## src/rtl/gpool_mc.sv

```systemverilog
// Multi-channel global pooling stage. It pools a channel-interleaved stream of signed samples
// into one average or max result per channel, and emits the results in channel order.
module gpool_mc #(
  parameter int DATA_WIDTH = 12,
  parameter int POOL_SIZE  = 250,
  parameter int CHANNELS   = 8,
  localparam int CH_W      = (CHANNELS > 1) ? $clog2(CHANNELS) : 1,
  localparam int ACC_W     = DATA_WIDTH + $clog2(POOL_SIZE) + 1
) (
  input  logic                         clk,
  input  logic                         rst,
  input  logic                         mode_in,
  output logic                         gpool_ready_in,
  input  logic                         gpool_valid_in,
  input  logic signed [DATA_WIDTH-1:0] gpool_data_in,
  input  logic                         gpool_ready_out,
  output logic                         gpool_valid_out,
  output logic signed [DATA_WIDTH-1:0] gpool_data_out,
  output logic [CH_W-1:0]              gpool_chan_out,
  output logic                         gpool_last_out,
  output logic                         gpool_busy
);

  localparam int T_W   = (POOL_SIZE > 1) ? $clog2(POOL_SIZE) : 1;
  localparam int CNT_W = $clog2(ACC_W + 1);
  localparam logic [ACC_W:0]    DIVISOR = (ACC_W + 1)'(POOL_SIZE);
  localparam logic [CH_W-1:0]   LAST_CH = CH_W'(CHANNELS - 1);
  localparam logic [T_W-1:0]    LAST_T  = T_W'(POOL_SIZE - 1);

  typedef enum logic [1:0] {IDLE, ACCUM, DIVIDE, DRAIN} state_t;

  state_t                  state, state_d;
  logic                    mode_r;
  logic [CH_W-1:0]         ch;
  logic [T_W-1:0]          t;
  logic signed [ACC_W-1:0] acc [CHANNELS];
  logic [ACC_W-1:0]        div_q, div_rem;
  logic [CNT_W-1:0]        div_cnt;
  logic                    div_run, div_neg;
  logic signed [DATA_WIDTH-1:0] data_r;

  logic                    in_fire, out_fire, last_ch, frame_done, div_last, div_ge;
  logic signed [ACC_W-1:0] sample_ext, acc_cur;
  logic [ACC_W-1:0]        acc_mag, rem_nx, q_nx;
  logic [ACC_W:0]          rem_sh;

  assign in_fire    = gpool_valid_in && gpool_ready_in;
  assign out_fire   = gpool_valid_out && gpool_ready_out;
  assign last_ch    = (ch == LAST_CH);
  assign frame_done = last_ch && (t == LAST_T);
  assign sample_ext = ACC_W'(gpool_data_in);
  assign acc_cur    = acc[ch];
  assign acc_mag    = acc_cur[ACC_W-1] ? -acc_cur : acc_cur;

  // Restoring divide on the magnitude: the dividend shifts out of div_q's top while the
  // quotient bits shift in at the bottom; the sign is reapplied so results truncate toward zero.
  assign rem_sh   = {div_rem, div_q[ACC_W-1]};
  assign div_ge   = (rem_sh >= DIVISOR);
  assign rem_nx   = div_ge ? ACC_W'(rem_sh - DIVISOR) : ACC_W'(rem_sh);
  assign q_nx     = {div_q[ACC_W-2:0], div_ge};
  assign div_last = div_run && (div_cnt == CNT_W'(1));

  assign gpool_data_out = data_r;
  assign gpool_chan_out = ch;

  // NOTE: every output is written in every branch, with a default first, so no latch can be inferred.
  always_comb begin
    state_d         = state;
    gpool_ready_in  = 1'b0;
    gpool_valid_out = 1'b0;
    gpool_last_out  = 1'b0;
    gpool_busy      = (state != IDLE);
    unique case (state)
      IDLE: begin
        gpool_ready_in = !rst;
        if (in_fire) state_d = frame_done ? DIVIDE : ACCUM;
      end
      ACCUM: begin
        gpool_ready_in = !rst;
        if (in_fire && frame_done) state_d = DIVIDE;
      end
      DIVIDE: begin
        if (mode_r || div_last) state_d = DRAIN;
      end
      DRAIN: begin
        gpool_valid_out = 1'b1;
        gpool_last_out  = last_ch;
        if (out_fire) state_d = last_ch ? IDLE : DIVIDE;
      end
      default: state_d = IDLE;
    endcase
  end

  // NOTE: sequential state uses non-blocking assignments so that every register samples pre-edge values.
  always_ff @(posedge clk) begin
    if (rst) begin
      state   <= IDLE;
      mode_r  <= 1'b0;
      ch      <= '0;
      t       <= '0;
      div_q   <= '0;
      div_rem <= '0;
      div_cnt <= '0;
      div_run <= 1'b0;
      div_neg <= 1'b0;
      data_r  <= '0;
      // NOTE: the accumulator array is cleared on reset. It is small, and this keeps an aborted frame from leaking state.
      for (int i = 0; i < CHANNELS; i++) acc[i] <= '0;
    end else begin
      state <= state_d;
      unique case (state)
        IDLE, ACCUM: begin
          if (in_fire) begin
            if (state == IDLE) mode_r <= mode_in;
            if (t == '0)                    acc[ch] <= sample_ext;
            else if (!mode_r)               acc[ch] <= acc_cur + sample_ext;
            else if (sample_ext > acc_cur)  acc[ch] <= sample_ext;
            if (last_ch) begin
              ch <= '0;
              t  <= frame_done ? '0 : t + T_W'(1);
            end else begin
              ch <= ch + CH_W'(1);
            end
          end
        end
        DIVIDE: begin
          if (mode_r) begin
            data_r <= DATA_WIDTH'(acc_cur);
          end else if (!div_run) begin
            div_run <= 1'b1;
            div_q   <= acc_mag;
            div_rem <= '0;
            div_cnt <= CNT_W'(ACC_W);
            div_neg <= acc_cur[ACC_W-1];
          end else begin
            div_q   <= q_nx;
            div_rem <= rem_nx;
            div_cnt <= div_cnt - CNT_W'(1);
            if (div_last) begin
              div_run <= 1'b0;
              data_r  <= DATA_WIDTH'(div_neg ? -q_nx : q_nx);
            end
          end
        end
        DRAIN: begin
          if (out_fire) ch <= last_ch ? '0 : ch + CH_W'(1);
        end
        default: ;
      endcase
    end
  end

endmodule

```

## config.mk

```make
export PLATFORM = sky130hd
export DESIGN_NAME = gpool_mc
export DESIGN_NICKNAME = d
export VERILOG_FILES = /design/src/rtl/gpool_mc.sv
export SDC_FILE = /design/constraint.sdc
export NUM_CORES = 1
export LEC_CHECK = 0
export BUFFER_PORTS_ARGS = -buffer_cell sky130_fd_sc_hd__buf_2
export CORE_MARGIN = 2
export CORE_UTILIZATION = 55
export CTS_CLUSTER_DIAMETER = 120
export CTS_CLUSTER_SIZE = 8
export DETAILED_ROUTE_END_ITERATION = 12
export PLACE_DENSITY = 0.68
export SYNTH_ARGS = -nofsm -noshare
export SYNTH_HDL_FRONTEND = slang
export SYNTH_SLANG_ARGS = --single-unit
```

## constraint.sdc

```tcl
create_clock -name clk -period 6.4 [get_ports clk]
set_input_delay 0.32 -clock clk [delete_from_list [all_inputs] [get_ports clk]]
set_output_delay 0.32 -clock clk [all_outputs]
set_load 0.05 [all_outputs]
```

## Yosys cells after proc, flatten, opt, wreduce, memory -nomap -nowiden

Memories as Yosys holds them, arrays and structs flattened. A register that Yosys moved wholly into a read port is not among the register bits.
Index checks and enable logic that the tools add are counted.

| storage, ports and cells | value |
|---|---|
| register bits | 75 |
| memory bits (writable) | 168 |
| output and inout bits | 19 |
| word-level logic and storage cells | 110 |
| memories | 1 |

| cells by class | value |
|---|---|
| add/sub/neg operators | 7 |
| magnitude comparators | 2 |
| eq/ne operators | 11 |
| multiplexer cells | 53 |
| bitwise logic cells | 4 |
| reduce and logical (&&, ||, !) cells | 22 |

Memory list:

| memory | depth | bits a word | read ports | clocked after memory_dff | write ports | line | source |
|---|---|---|---|---|---|---|---|
| acc | 8 | 21 | 1 | 1 | 8 | 36 | `logic signed [ACC_W-1:0] acc [CHANNELS];` |

Operators with widths:

| cell | number |
|---|---|
| $mux W21 | 7 |
| $mux W12 | 4 |
| $mux W1 | 26 |
| $ge A22 B8 Y1 const B | 1 |
| $add A21 B12 Y21 | 1 |
| $gt A12 B21 Y1 | 1 |
| $neg A21 Y21 | 1 |
| $reduce_or A21 Y1 | 1 |
| $sub A21 B8 Y21 const B | 1 |
| $mux W3 | 6 |
| $reduce_and A3 Y1 | 5 |
| $mux W2 | 6 |
| $neg A12 Y12 | 1 |
| $add A8 B1 Y8 const B | 1 |
| $eq A8 B8 Y1 const B | 1 |
| $logic_not A8 Y1 | 1 |
| $mux W8 | 1 |
| $ne A2 B2 Y1 const B | 4 |
| $pmux W2 S4 | 1 |
| $reduce_bool A2 Y1 | 4 |
| $pmux W3 S2 | 1 |
| $eq A5 B1 Y1 const B | 1 |
| $logic_and A1 B1 Y1 | 5 |
| $mux W5 | 1 |
| 14 further kinds | 17 |

## Logic depth before layout (Yosys ltp)

| depth | value |
|---|---|
| depth in word-level cells | 12 |
| gate-level depth with buffers | 18 |
| depth with buffers taken out | 14 |

## Least setup slack after synthesis

No wires, ideal clock.

| timing path | value |
|---|---|
| path type | register to register |
| start point | reg with a tool-made name |
| end point | mem acc[6][0] (netlist bit) (enable) |
| library setup time | 0.381 ns |
| arrival time | 4.222 ns |
| setup slack | 1.797 ns |
| cell stages (with the launch flop) | 16 |
| path buffers | 4 |
| path through | dfxtp_1 buf_2 buf_2 mux4_2 mux2_2 inv_1 clkbuf_1 ha_1 nand4_1 nor4_1 o21ai_0 a31oi_1 nor2b_1 clkbuf_1 nand3_1 nand2b_1 |

RTL lines:

| what | line |
|---|---|
| end, declared | 36 |

==> run metrics <==
fin nets=~1400; setup total negative slack=0 ns; status=completed; xor and xnor area share after synthesis=0.0373; CTS tree=yes; Compound-Gate Fraction of Synth Area=0.120; DRC viols=0; first-pass GRT wire length=around 56 mm; Hold Path Origin=mode_in; Final Hold Viols=0; Synth Flop Type=edfxtp_1; Final period util=0.836; total track usage=0.278; largest family of logic cells by synthesized area=simple AND/OR/NAND/NOR gates; total CTS buffers=36; IO buf count=35; top-count cell post-synth=nor2_1; Comb pwr share=0.132; Int Pwr=2990 uW; clock power share=0.429; reg2reg end=acc[1][20]; Yosys cell types=80; share of cells above drive strength 1=0.138; clock buffer depth=3; EDFF count, synth=~170; initial drt markers=~1200; Slew Limit Headroom=0.239; Final HPWL DP=25.3 mm; Post-synth ARST share=0; total placed cells including tap cells=1624; DR top layer=met4; Via density=about 6.1; hold path endpoint=mode_r; Hold Path Depth=3; max cap viols=0; # Post-CTS Setup Buffers=0; vias in the first global route=approximately 9900; Slew @ Worst Pin=roughly 1.1 ns; clk_skew=roughly 0.022 ns; Lkg Pwr=around 0.0057 uW; Synth top area share=0.370; Sink Count=roughly 250; Power Dens Cells=approximately 270 nW/um^2; hold_buf cts=0; initial antenna violation count=0; Gate Count Post-Synth=1299; Resize count post-CTS=0; Syn Nets=1377; DIE HEIGHT=between 150 and 200 um; adder-cell share of the synthesized area=0.0566; synth warn=0; CP max stage delay=between 0.8 and 0.9 ns; maximum VDD drop=184 uV; RD Place Congestion=between 1 and 1.5; total power=~4000 uW; average size of a mapped cell=10.5 um^2; CTS H-tree lvls=2; met2 routed WL=16.9 mm; FP Rows=57; via count=10300; critical path's most frequent cell=o21ai_0; post-synthesis cell area=roughly 14000 um^2; final setup fails=0; Antenna Cells=0; total core area=around 24000 um^2; top cell type by total area after synthesis=edfxtp_1; Synth top cells by count=245 x nor2_1, 168 x edfxtp_1, 78 x dfxtp_1; simple-gate share of the synthesized area=0.171; Startpoint Class=flip-flop; met3 routed WL=2.53 mm; Initial Utilization=0.560; reg2reg path depth=12; P_sw=roughly 1000 uW; worst path cell trace=buf_4 -> mux4_2 -> mux2i_2 -> ha_1 -> nor2b_1 -> o21ai_0 -> a21oi_1 -> o21ai_0 -> a31oi_1 -> and2_1 -> nand2_1 -> nand2b_1; Max Freq=0.187 GHz; Routed Antenna Nets=0; multiplexer share of the synthesized area=0.0962; average wire per standard cell=approximately 21 um; Sw Ratio=0.260; slowest CP cell=nand2b_1; register area share after synthesis=0.485; crit path DAT=approximately 5.5 ns; reg2reg setup slack=1.05 ns; clock root buffer=clkbuf_16; Final Non-Filler Cells=approximately 1700; GR Overflow Total=0; Skew-Pair Late Insertion Delay=between 0.5 and 0.6 ns; DRT Wirelength=approximately 36 mm; sequential power share=0.439; CTS clk-pin slew, worst paths=0.05 ns; die area=approximately 26000 um^2; unrepaired setup endpoints after global routing=false; filler cell count in the final layout=2010; drt first pass iters=5; largest net degree at the start of global routing=64; die width=between 150 and 200 um; worst hold path type=in2reg; top cells by area, synth=edfxtp_1 37%, dfxtp_1 11%, nor2_1 6.7%; M1 wire length=approximately 16 mm; critical path peak fanout=26; Crit Path Class=reg2reg; Setup crit end kind=flip-flop; max-slew violations=0; minimum clock period=around 5.3 ns; Yosys reg bits=approximately 250; Layout area overhead=11.7%; Ports=36; CP required=6.54 ns
metal layers:
metal | vias up | GRT usage
li1 | 4822 | -
met1 | 5002 | 0.397
met2 | 389 | 0.446
met3 | 44 | 0.0419
met4 | 0 | 0.0775
met5 | - | 0
placed cells by master, fill, tap and decap left out, types with 10 or more instances in the layout:
cell type and instances:
buf_4 32, or3_1 11, clkbuf_16 37, o21ai_0 32, nor3_1 55, nor2b_1 11
a22o_1 10, a31oi_1 13, edfxtp_1 168, a211oi_1 29, nand4_1 11, nand2b_1 22
a21o_1 10, ha_1 60, o21bai_1 10, inv_1 44, a22oi_1 11, buf_2 35
nand2_1 69, mux4_2 35, xnor2_1 41, nor2_1 244, a21oi_1 63, clkbuf_1 12
nand3_1 25, xor2_1 17, mux2i_1 30, dfxtp_1 75
metrics by stage:
step | utilization | worst slack, ns | hold WS [ns] | cell area (um^2)
CTS | 0.626 | 1.06 | 0.0522 | 15200
floorplan | - | 1.80 | 0.441 | 13600
finish | 0.626 | 1.05 | 0.0647 | 15200
detailed placement | 0.584 | 1.08 | 0.446 | 14200
global placement | 0.584 | 1.17 | 0.437 | 14200
global route | 0.626 | 0.710 | 0.0652 | 15200
power groups by stage:
stage / Combinational (uW) / Sequential [uW] / Clock, uW
3_5_place_dp: 517 / 1800 / 0
2_1_floorplan: 371 / 1790 / 0
6_report: 531 / 1770 / 1730
5_1_grt: 574 / 1770 / 1820
3_3_place_gp: 516 / 1800 / 0
4_1_cts: 521 / 1770 / 1750
how the worst max path moves through the flow:
stage                       to  cells past startpoint
floorplan            acc[6][0]                     15
global placement    acc[1][20]                     12
detailed placement  acc[1][16]                     12
CTS                 acc[1][20]                     12
global route         acc[1][9]                     12
finish              acc[1][20]                     12
registers in the layout, indices dropped and copies added (netlist names), named ones only:
| name | flops |
|---|---|
| mode_r | 1 |
| div_neg | 1 |
| acc | 168 |
| gpool_chan_out | 3 |
| t | 8 |
| div_q | 21 |
| state | 2 |
| div_run | 1 |
| div_cnt | 5 |
| gpool_data_out | 12 |
| div_rem | 21 |
worst max-delay path: cells and delay by family (launching register included):
kind	cells	cell delay [ns]
multiplexers	2	1.13
AO/OA/AOI/OAI	4	0.74
AND/OR/NAND/NOR	4	1.60
buffers and inverters	1	0.44
adder cells (fa/ha/maj)	1	0.29
flip-flops	1	0.76
cell families (layout without fill, tap and decap cells):
family	Yosys count	count (layout)
AO/OA/AOI/OAI	238	238
adder cells (fa/ha/maj)	61	61
XOR/XNOR	58	58
flip-flops	246	246
multiplexers	80	80
AND/OR/NAND/NOR	501	501
buffers and inverters	115	168
final cells by class:
type,count,area [um^2],share of cell area
inverters,48,180,0.0118
multi-input cells,938,6560,0.431
clock buffers,49,971,0.0638
clock inverters,3,50.0,0.00329
flip-flops and latches,246,6610,0.434
well taps,324,405,0.0266
repair buffers,68,435,0.0286
Note: power is estimated with default switching activity, not from simulation.
